## config.mk

```make
export PLATFORM = sky130hd
export DESIGN_NAME = branch_resolve_unit
export DESIGN_NICKNAME = d
export VERILOG_FILES = /design/src/rtl/branch_resolve_unit.sv
export SDC_FILE = /design/constraint.sdc
export NUM_CORES = 1
export LEC_CHECK = 0
export BUFFER_PORTS_ARGS = -buffer_cell sky130_fd_sc_hd__buf_2
export CORE_MARGIN = 2
export CORE_UTILIZATION = 40
export DETAILED_ROUTE_END_ITERATION = 12
export REMOVE_ABC_BUFFERS = 1
export SETUP_SLACK_MARGIN = 0.05
export SYNTH_ARGS = -nofsm -noshare
export SYNTH_HDL_FRONTEND = slang
export SYNTH_SLANG_ARGS = --single-unit
export TNS_END_PERCENT = 20
```

## constraint.sdc

```tcl
create_clock -name clk -period 11.3 [get_ports clk]
set_clock_uncertainty 0.2 [all_clocks]
set_input_delay 2.26 -clock clk [delete_from_list [all_inputs] [get_ports clk]]
set_output_delay 2.26 -clock clk [all_outputs]
set_load 0.05 [all_outputs]
```

## src/rtl/branch_resolve_unit.sv

```systemverilog
// branch_resolve_unit
// Resolution side of the branch predictor. Each prediction issued at IF is
// recorded in a small in-order queue. When ID resolves a branch, the actual
// outcome is compared with the oldest recorded prediction. The unit then
// drives the predictor training strobe, a one-cycle fetch redirect and a
// multi-cycle flush whenever the prediction was wrong.
//
// Ports
//   clk, rst_n           clock, synchronous active-low reset
//   i_pred_*             prediction issued at IF (valid, pc, taken, target)
//   i_res_*              branch resolved at ID (valid, pc, taken, target)
//   o_upd_*              predictor training (valid, taken, target)
//   o_redirect_*         one-cycle fetch redirect with the corrected PC
//   o_flush              kill younger in-flight instructions
//   o_full               queue full, so IF must stall branch issue
//   o_mispredict_cnt     saturating mispredict count
//   o_resolve_cnt        saturating resolved-branch count
//
// state   | meaning
// --------+-----------------------------------------------------------
// S_RUN   | normal operation: record predictions, resolve branches
// S_FLUSH | o_flush held; IF and ID inputs ignored; down-counter runs

module branch_resolve_unit #(
    parameter int N            = 32,
    parameter int DEPTH        = 4,
    parameter int FLUSH_CYCLES = 2,
    parameter int CNT_W        = 16
) (
    input  logic             clk,
    input  logic             rst_n,
    input  logic             i_pred_valid,
    input  logic [N-1:0]     i_pred_pc,
    input  logic             i_pred_taken,
    input  logic [N-1:0]     i_pred_target,
    input  logic             i_res_valid,
    input  logic [N-1:0]     i_res_pc,
    input  logic             i_res_taken,
    input  logic [N-1:0]     i_res_target,
    output logic             o_upd_valid,
    output logic             o_upd_taken,
    output logic [N-1:0]     o_upd_target,
    output logic             o_redirect_valid,
    output logic [N-1:0]     o_redirect_pc,
    output logic             o_flush,
    output logic             o_full,
    output logic [CNT_W-1:0] o_mispredict_cnt,
    output logic [CNT_W-1:0] o_resolve_cnt
);

    localparam int AW = $clog2(DEPTH);
    localparam int PW = AW + 1;
    localparam int FW = (FLUSH_CYCLES > 1) ? $clog2(FLUSH_CYCLES) : 1;

    localparam logic [0:0] S_RUN   = 1'b0;
    localparam logic [0:0] S_FLUSH = 1'b1;

    logic [0:0]    state;
    logic [FW-1:0] flush_cnt;

    logic [N-1:0]  q_pc     [DEPTH];
    logic          q_taken  [DEPTH];
    logic [N-1:0]  q_target [DEPTH];

    logic [PW-1:0] wptr;
    logic [PW-1:0] rptr;

    logic          in_run;
    logic          empty;
    logic          full;
    logic [N-1:0]  head_pc;
    logic          head_taken;
    logic [N-1:0]  head_target;
    logic          res_act;
    logic          hit;
    logic          pop;
    logic          push;
    logic          mispred;
    logic [N-1:0]  redir_pc;

    always_comb begin
        in_run      = (state == S_RUN);
        empty       = (wptr == rptr);
        // Same slot, different lap: writer is a full queue ahead of reader.
        full        = (wptr[AW] != rptr[AW]) && (wptr[AW-1:0] == rptr[AW-1:0]);
        head_pc     = q_pc[rptr[AW-1:0]];
        head_taken  = q_taken[rptr[AW-1:0]];
        head_target = q_target[rptr[AW-1:0]];
        res_act     = in_run && i_res_valid;
        hit         = !empty && (head_pc == i_res_pc);
        pop         = res_act && hit;
        // A resolve with no matching head counts as a not-taken prediction.
        if (hit) begin
            mispred = res_act && ((head_taken != i_res_taken) ||
                                  (head_taken && i_res_taken && (head_target != i_res_target)));
        end else begin
            mispred = res_act && i_res_taken;
        end
        // A pop frees a slot in the same cycle, so a full queue still accepts.
        push        = in_run && i_pred_valid && (!full || pop);
        redir_pc    = i_res_taken ? i_res_target : (i_res_pc + N'(4));
        o_full      = full && in_run;
    end

    always_ff @(posedge clk) begin
        if (push) begin
            q_pc[wptr[AW-1:0]]     <= i_pred_pc;
            q_taken[wptr[AW-1:0]]  <= i_pred_taken;
            q_target[wptr[AW-1:0]] <= i_pred_target;
        end
    end

    always_ff @(posedge clk) begin
        if (!rst_n) begin
            state            <= S_RUN;
            flush_cnt        <= '0;
            wptr             <= '0;
            rptr             <= '0;
            o_upd_valid      <= 1'b0;
            o_upd_taken      <= 1'b0;
            o_upd_target     <= '0;
            o_redirect_valid <= 1'b0;
            o_redirect_pc    <= '0;
            o_flush          <= 1'b0;
            o_mispredict_cnt <= '0;
            o_resolve_cnt    <= '0;
        end else begin
            o_upd_valid      <= res_act;
            o_upd_taken      <= res_act && i_res_taken;
            o_upd_target     <= res_act ? i_res_target : '0;
            o_redirect_valid <= mispred;
            o_redirect_pc    <= mispred ? redir_pc : '0;

            if (res_act && (o_resolve_cnt != '1)) begin
                o_resolve_cnt <= o_resolve_cnt + CNT_W'(1);
            end
            if (mispred && (o_mispredict_cnt != '1)) begin
                o_mispredict_cnt <= o_mispredict_cnt + CNT_W'(1);
            end

            case (state)
                S_RUN: begin
                    if (mispred) begin
                        // Everything still queued is on the wrong path,
                        // including a prediction arriving this cycle.
                        state     <= S_FLUSH;
                        o_flush   <= 1'b1;
                        flush_cnt <= FW'(FLUSH_CYCLES - 1);
                        wptr      <= '0;
                        rptr      <= '0;
                    end else begin
                        if (push) wptr <= wptr + PW'(1);
                        if (pop)  rptr <= rptr + PW'(1);
                    end
                end
                S_FLUSH: begin
                    if (flush_cnt == '0) begin
                        state   <= S_RUN;
                        o_flush <= 1'b0;
                    end else begin
                        flush_cnt <= flush_cnt - FW'(1);
                    end
                end
                default: begin
                    state   <= S_RUN;
                    o_flush <= 1'b0;
                end
            endcase
        end
    end

endmodule

```

* Word level (Yosys, flattened, before mapping)
Memory sizes are Yosys's and may differ from the RTL's. A register that Yosys moved wholly into a read port is not among the register bits. Cells that the tools add are included.
Operators by class: add/subtract/negate cells 6, eq/ne operators 10, multiplexer cells 22, bitwise operators 1, reductions and logical operators 24
Operators by type and width (number):
- adder 16 x 1 -> 16 bit (second input constant) | 2
- adder 32 x 3 -> 32 bit (second input constant) | 1
- == test 32 bit | 1
- 2-to-1 mux 32 bit | 1
- inequality test 16 bit (second input constant) | 2
- inequality test 32 bit | 1
- logical AND 1 bit | 13
- 2-to-1 mux 2 bit | 6
- 2-to-1 mux 3 bit | 4
- AND reduction 2 bit | 5
- 2-to-1 mux 1 bit | 8
- adder 3 x 1 -> 3 bit (second input constant) | 2
- case mux 1 bit (2 select lines) | 3
- nonzero test 2 bit | 2
- == test 3 bit | 1
- == test 2 bit | 1
- zero test 1 bit | 2
- logical OR 1 bit | 2
- inequality test 1 bit | 2
- inequality test 2 x 1 -> 1 bit (second input constant) | 1
- inequality test 2 bit (second input constant) | 1
- NOT 1 bit | 1
- subtractor 1 bit (second input constant) | 1
Storage, ports and cells: flip-flop bits (word level) 108, memory bits (writable) 260, input port bits 134, output and inout bits 101, word-level logic and storage cells 78, memories 3
Memories:
- q_pc | depth 4, width 32, read ports 1, clocked after Yosys merged registers in 1, wr ports 1, RTL line 61 | logic [N-1:0] q_pc [DEPTH];
- q_target | depth 4, width 32, read ports 1, clocked after Yosys merged registers in 1, wr ports 1, RTL line 63 | logic [N-1:0] q_target [DEPTH];
- q_taken | depth 4, width 1, read ports 1, clocked after Yosys merged registers in 1, wr ports 1, RTL line 62 | logic q_taken [DEPTH];

* Depth between registers and ports, before layout
Gate-level depths: netlist of the first run.
depth after elaboration 9, depth in mapped cells 14, mapped depth without buffers 10

* Worst setup path after synthesis of the first run
Ideal clock, no wire load.
path type in2reg, start point in i_res_pc[9], end point mem q_pc[3][0], enable pin, library setup time 431 ps, arrival time 5510 ps, required time 10669 ps, path slack 5158 ps, cell stages on the path 7, buffers on the path 1, cell sequence clkbuf_1 nor2_1 a2111oi_0 o22ai_1 or4_1 o21ai_1 and2_1
Between the ends: longest elaborated chain between the ends 7
Ends and longest elaborated chain:
- start: declaration | RTL line 37 | input logic [N-1:0] i_res_pc,
- == test 32 bit | RTL line 90 | hit = !empty && (head_pc == i_res_pc);
- logical AND 1 bit | RTL line 90
- logical AND 1 bit | RTL line 91 | pop = res_act && hit;
- logical OR 1 bit | RTL line 100 | push = in_run && i_pred_valid && (!full || pop);
- logical AND 1 bit | RTL line 100
- 2-to-1 mux 1 bit | RTL line 106 | if (push) begin
- 2-to-1 mux 1 bit (implied by the code) | RTL line 107 | q_pc[wptr[AW-1:0]] <= i_pred_pc;
- end: declaration | RTL line 61
Every way passes these cells.

* Worst setup path after layout of the first run
start point in i_res_pc[14], end point mem q_pc[0][10], enable pin
The elaborated chain is that of the path after synthesis.

==> results.json, run 1 <==
{
  "dp_cells": 1666,
  "io_buffers": 234,
  "grt_use_total": 0.192,
  "syn_to_final_growth_pct": 19.8,
  "slew_headroom": 0.279,
  "yosysWarnings": 0,
  "synth_top_family_by_area": "multiplexers",
  "htree_levels": 2,
  "irDropWorstVdd_mv": 0.125,
  "max-cap-violations": 0,
  "most-common-layout-cells": "260 x edfxtp_1, 234 x buf_2, 108 x dfxtp_1",
  "final_common_cell": "edfxtp_1",
  "power.switching_w": 0.000690,
  "worst_pin_slew_ns": 1.08,
  "io_pins": 235,
  "cellPowerDensity_mw_per_mm2": 170,
  "root_buffer": "clkbuf_16",
  "die_w_um": 196,
  "slew_violations": 0,
  "cts_hold_buffers": 0,
  "dpl-instance-area_mm2": 0.0165,
  "synth_xor_area_frac": 0.0609,
  "antenna_found_initial": 14,
  "ant_nets": 0,
  "clk_latency_ns": 0.55,
  "comb_power_share": 0.087,
  "grt_pass1_wl_mm": 54.8,
  "status": "finished, final reports clean",
  "endpoint_kind": "flip-flop",
  "syn_area_mm2": 0.0148,
  "finalHoldViolations": 0,
  "critPathMaxFanout": 44,
  "p_sw_frac": 0.228,
  "hpwl_mm": 25.5,
  "tritoncts": "yes",
  "power_w": 0.00302,
  "p_leak_nw": 6.38,
  "cts-buffers-inserted": 40,
  "drc": 0,
  "min_period_ns": 5.45,
  "clkSlewWorstSetupHoldPaths_ns": 0.05,
  "synth_edf_count": 260,
  "dr.pass1.iters": 4,
  "clock_path_buffers": 3,
  "p_clk_frac": 0.412,
  "coreArea_mm2": 0.0365,
  "synth_fa_ha_area_frac": 0.00761,
  "seqPwrFrac": 0.502,
  "timing.final.crit_share": 0.482,
  "synth-simple-area-share": 0.102,
  "final_cell_count_no_fill": 1749,
  "die_h_um": 196,
  "netlist-cell-type-count": 48,
  "die-area_mm2": 0.0386,
  "fin_setup_tns_ns": 0,
  "post_drt_via_cell_ratio": 5.14,
  "synth-seq-cells": 370,
  "hold_path_class": "reg2reg",
  "grt_setup_unrepaired": "no",
  "grt_max_degree": 67,
  "fin_area_mm2": 0.0177,
  "cp-start-kind": "input port",
  "synth_top_flop_cell": "edfxtp_1",
  "synth_area_per_cell_um2": 14.9,
  "synthCells": 996,
  "wl_mm": 36.6,
  "cts-resized-gates": 0,
  "initial_utilization": 0.405,
  "critPathKind": "in2reg",
  "rows": 70,
  "ys_seq_area_frac": 0.676,
  "intPower_w": 0.00233,
  "synth_compound_area_frac": 0.0274,
  "layout-drive-gt1-share": 0.291,
  "fin_hold_ws_ns": 0.285,
  "cts.sinks": 370,
  "grt_pass1_vias": 8931,
  "fmax_mhz": 184,
  "gp_congestion": 0.871,
  "wire_per_inst_um": 21.0,
  "drtIter0Drc": 493,
  "synthArstFlopShare": 0,
  "required_ns": 11.27,
  "setup_violations": 0,
  "postCtsSetupBuffers": 0,
  "overflow": 0,
  "nNetsFinal": 1383,
  "vias": 8994,
  "synth.area.mux_share": 0.111,
  "crit_arrival_ns": 5.41
}
## cell type report
type / count / area [um^2]
inverter: 13 / 48.8
antenna: 9 / 22.5
multi-input combinational: 573 / 4580
sequential: 370 / 10000
clock buffer: 61 / 1130
clock inverter: 13 / 126
fill: 3198 / 18800
tap: 468 / 586
timing repair buffer: 242 / 1230
## worst max-delay path, stage by stage
cell and delay (ns):
buf_2 0.14, xnor2_1 0.13, a2111oi_0 0.39, o22ai_1 0.20, or4_1 0.55, o21ai_1 0.38, and2_2 0.63, buf_4 0.69
## layer usage
metal  GRT usage  share of wire  vias to the layer above  wire (um)
met5           0         0.0017                        -         63
met4      0.0752          0.031                       10       1140
met1       0.254           0.43                     4429      15800
met2       0.301           0.47                      258      17200
li1            -              -                     4225          -
met3      0.0548          0.068                       72       2480
## Yosys cell counts (all sizes together), types with 2 or more instances
cell type  count  area (um^2)
nand4         32          200
or3           13         81.3
o21ai         13         65.1
nand3         25          125
mux4          58         1310
xor2          28          245
nand4b         2         17.5
clkbuf        21         78.8
nor3           9         45.0
nor2          95          357
buf           19         98.8
and4           5         43.8
mux2i         30          300
ha             9          113
nand2b        11         68.8
dfxtp        110         2200
nand2         45          169
inv           13         48.8
nor4           6         37.5
nor2b          2         12.5
and2          37          231
or2            2         12.5
or4            4         30.0
a21oi         42          210
mux2           3         33.8
o22ai          3         18.8
xnor2         75          657
and3           7         43.8
edfxtp       260         7810
nor4b          3         26.3
## path summary, 6_finish.rpt
check	startpoint	slack (ns)	cells after the start	to
setup / recovery	i_res_pc[14]	5.85	8	q_pc[0][10]
hold / removal	o_mispredict_cnt[9]	0.29	2	o_mispredict_cnt[9]
setup reg to reg	flip-flop	6.01	9	q_pc[0][10]
hold reg to reg	o_mispredict_cnt[9]	0.29	2	o_mispredict_cnt[9]
## registers in the layout, indices dropped and copies added, names as in the netlist, 4 cells and up, named ones only
register and count:
o_mispredict_cnt 16, o_redirect_pc 32, o_resolve_cnt 16, o_upd_target 32, q_pc 128, q_taken 4, q_target 128
## through the flow
stage | util | setup slack (ns)
2_1_floorplan | - | 4.67
3_3_place_gp | 0.451 | 5.29
3_5_place_dp | 0.451 | 5.26
4_1_cts | 0.485 | 5.83
5_1_grt | 0.485 | 5.53
6_report | 0.486 | 5.85
## power groups by stage
stage	Combinational [W]	Sequential (W)	Clock [W]
3_5_place_dp	0.000265	0.00155	0
4_1_cts	0.000266	0.00152	0.00127
6_report	0.000262	0.00152	0.00125
2_1_floorplan	0.000120	0.00158	0
5_1_grt	0.000285	0.00152	0.00133
3_3_place_gp	0.000263	0.00154	0
## cells by family (layout without fill, tap and decap cells)
kind of cell             after synthesis  after routing
AO/OA/AOI/OAI                         71             71
XOR/XNOR                             103            103
adder cells (fa/ha/maj)                9              9
buffers and inverters                 53            329
flip-flops                           370            370
multiplexers                          91             91
other                                  0              9
AND/OR/NAND/NOR                      299            299
Power figures use the tool's default switching activity.
==> run 2, diff against run 1 <==
Settings changed: ABC_AREA from default to 1.
Clock period 11.3 ns to 4.4 ns, I/O delays scaled along.
==> run 2 against run 1 <==
Synthesized area is 8.8% higher. Power rose to 2.7 times the previous value. Global-route usage grew 1.2 points. First-iteration DRC count rose by 61%. Wire length up 16%. Critical endpoint is now q_target[2][18]. Largest power group unchanged.
==> results.json, run 2 <==
{
  "cp-start-kind": "flip-flop",
  "ys_seq_area_frac": 0.621,
  "cts_hold_buffers": 0,
  "fillers": 3718,
  "crit_arrival_ns": 3.45,
  "endpoint_kind": "flip-flop",
  "gp_congestion": 0.848,
  "overflow": 0,
  "cts-resized-gates": 0,
  "p_leak_nw": 8.24,
  "nNetsFinal": 2095,
  "cts-buffers-inserted": 41,
  "vias": 12300,
  "power.switching_w": 0.00202,
  "hpwl_mm": 28.7,
  "yosysWarnings": 0,
  "fmax_mhz": 288,
  "yosysTopAreaCellShare": 0.484,
  "yosysTopAreaCell": "edfxtp_1",
  "coreArea_mm2": 0.0397,
  "status": "finished, final reports clean",
  "power_w": 0.00826,
  "layout-drive-gt1-share": 0.178,
  "dr.pass1.iters": 5,
  "cts.sinks": 370,
  "tritoncts": "yes",
  "path_cells": "inv_2 > buf_4 > nand3_1 > nand2_1 > xor2_1 > nand2_1 > nor2_1 > nand2_1 > nor2_1 > nand3_1 > nand2_1 > nand2_1 > nor2_4 > buf_4",
  "synth-seq-cells": 370,
  "yosysMostFrequentCell": "nand2_1",
  "finalHoldViolations": 0,
  "grt_max_degree": 69,
  "grt_pass1_vias": 11500,
  "grt_pass1_wl_mm": 65.1,
  "initial_utilization": 0.406,
  "synth_top_flop_cell": "edfxtp_1",
  "final_common_cell": "nand2_1",
  "slew_violations": 0,
  "die-area_mm2": 0.0419,
  "critPathMaxFanout": 32,
  "cp_slowest_cell": "buf_4",
  "comb_power_share": 0.109,
  "most-common-layout-cells": "597 x nand2_1, 260 x edfxtp_1, 234 x buf_2",
  "rows": 73,
  "grt_use_total": 0.204,
  "antenna_found_initial": 11,
  "worst_pin_slew_ns": 0.722,
  "synthCells": 1713,
  "irDropWorstVdd_mv": 0.347,
  "synthArstFlopShare": 0,
  "p_clk_frac": 0.419,
  "clock_path_buffers": 3,
  "setup_violations": 0,
  "drtIter0Drc": 795,
  "htree_levels": 2,
  "synth_area_per_cell_um2": 9.41,
  "syn_area_mm2": 0.0161,
  "intPower_w": 0.00624,
  "clkSlewWorstSetupHoldPaths_ns": 0.06,
  "crit_path_frequent_cell": "nand2_1",
  "post-route-util": 0.487,
  "die_w_um": 205,
  "min_period_ns": 3.47,
  "slew_headroom": 0.518,
  "drc": 0,
  "cellPowerDensity_mw_per_mm2": 427,
  "crit_buf_inv": 3,
  "required_ns": 4.38,
  "p_sw_frac": 0.244,
  "critPathKind": "reg2reg",
  "wire_per_inst_um": 17.0,
  "seqPwrFrac": 0.472,
  "post_drt_via_cell_ratio": 4.88,
  "timing.final.crit_share": 0.789,
  "hold_path_class": "reg2reg",
  "ant_nets": 0,
  "die_h_um": 205,
  "io_pins": 235,
  "clk_latency_ns": 0.55,
  "syn_to_final_growth_pct": 20.0,
  "synth_area_leaders": "edfxtp_1 48%, nand2_1 14%, dfxtp_1 14%",
  "netlist-cell-type-count": 36,
  "root_buffer": "clkbuf_16",
  "wl_mm": 42.7,
  "synth_edf_count": 260,
  "cp_top_family": "simple AND/OR/NAND/NOR gates",
  "postCtsSetupBuffers": 0,
  "grt_setup_unrepaired": "no",
  "critPathMaxStageDelay_ns": 0.42,
  "synthTopCellsByCount": "597 x nand2_1, 260 x edfxtp_1, 216 x nand3_1",
  "io_buffers": 234,
  "max-cap-violations": 0
}
## run 2: cell count changes after synthesis, sizes merged, moves of 35 or more
cell | previous run | this run
mux4 | 58 | 0
nand2 | 45 | 599
inv | 13 | 107
nand3 | 25 | 222
xnor2 | 75 | 8
and2 | 37 | 2
nor2 | 95 | 146
## run 2: cell type report
| class | count | area, um^2 | share of cell area |
|---|---|---|---|
| repair buffers | 261 | 1520 | 0.0788 |
| clock inverters | 24 | 272 | 0.0140 |
| multi-input cells | 1171 | 5360 | 0.277 |
| diodes | 7 | 17.5 | 0.000906 |
| flip-flops and latches | 370 | 10000 | 0.518 |
| inverters | 107 | 404 | 0.0209 |
| clock buffers | 49 | 1090 | 0.0562 |
| well taps | 525 | 657 | 0.0340 |
## run 2: power groups by stage
stage	Clock (W)	Combinational, W	Sequential, W
final	0.00346	0.000898	0.00390
after global routing	0.00367	0.00101	0.00391
after CTS	0.00355	0.000908	0.00390
after detailed placement	0	0.000904	0.00397
after global placement	0	0.000896	0.00397
after floorplan	0	0.000440	0.00409
## run 2: path summary, 6_finish.rpt
kind         startpoint               to  slack (ns)  depth (start not counted)
min reg2reg     rptr[2]          rptr[2]        0.27                          2
max reg2reg   flip-flop  q_target[2][18]        0.93                         14
min             rptr[2]          rptr[2]        0.27                          2
max           flip-flop  q_target[2][18]        0.93                         14
## run 2: logic make-up (layout without fill, tap and decap cells)
group / Yosys count / in the layout / synth area share
simple gates: 1018 / 1018 / 0.265
other cells: 0 / 7 / 0
buf+inv: 172 / 441 / 0.0483
compound gates: 96 / 96 / 0.0325
fa+ha+maj: 9 / 9 / 0.00699
xor+xnor: 48 / 48 / 0.0261
flops: 370 / 370 / 0.621
## run 2: worst reg2reg max path, cell delays in order, from the launching register on
cell and delay (ns):
dfxtp_2 0.34, inv_2 0.06, buf_4 0.40, nand3_1 0.14, nand2_1 0.12, xor2_1 0.31
nand2_1 0.09, nor2_1 0.12, nand2_1 0.07, nor2_1 0.09, nand3_1 0.10, nand2_1 0.08
nand2_1 0.30, nor2_4 0.25, buf_4 0.42
## run 2: per-stage QoR
stage          area [um^2]  hold slack, ns  worst slack [ns]  setup TNS (ns)  cells
4_1_cts              19300           0.274             0.945               0   2507
2_1_floorplan        15700           0.251             -4.03        -1147.88   1648
3_5_place_dp         18000           0.264             0.667               0   2434
6_report             19300           0.271             0.930               0   2514
3_3_place_gp         18000           0.268             0.743               0   2434
5_1_grt              19300           0.292             0.678               0   2510
## run 2: metal layers
| layer | routed length, um | track usage |
|---|---|---|
| met5 | 71 | 0 |
| met4 | 1090 | 0.0719 |
| met3 | 2860 | 0.0477 |
| met2 | 20000 | 0.329 |
| met1 | 18700 | 0.269 |
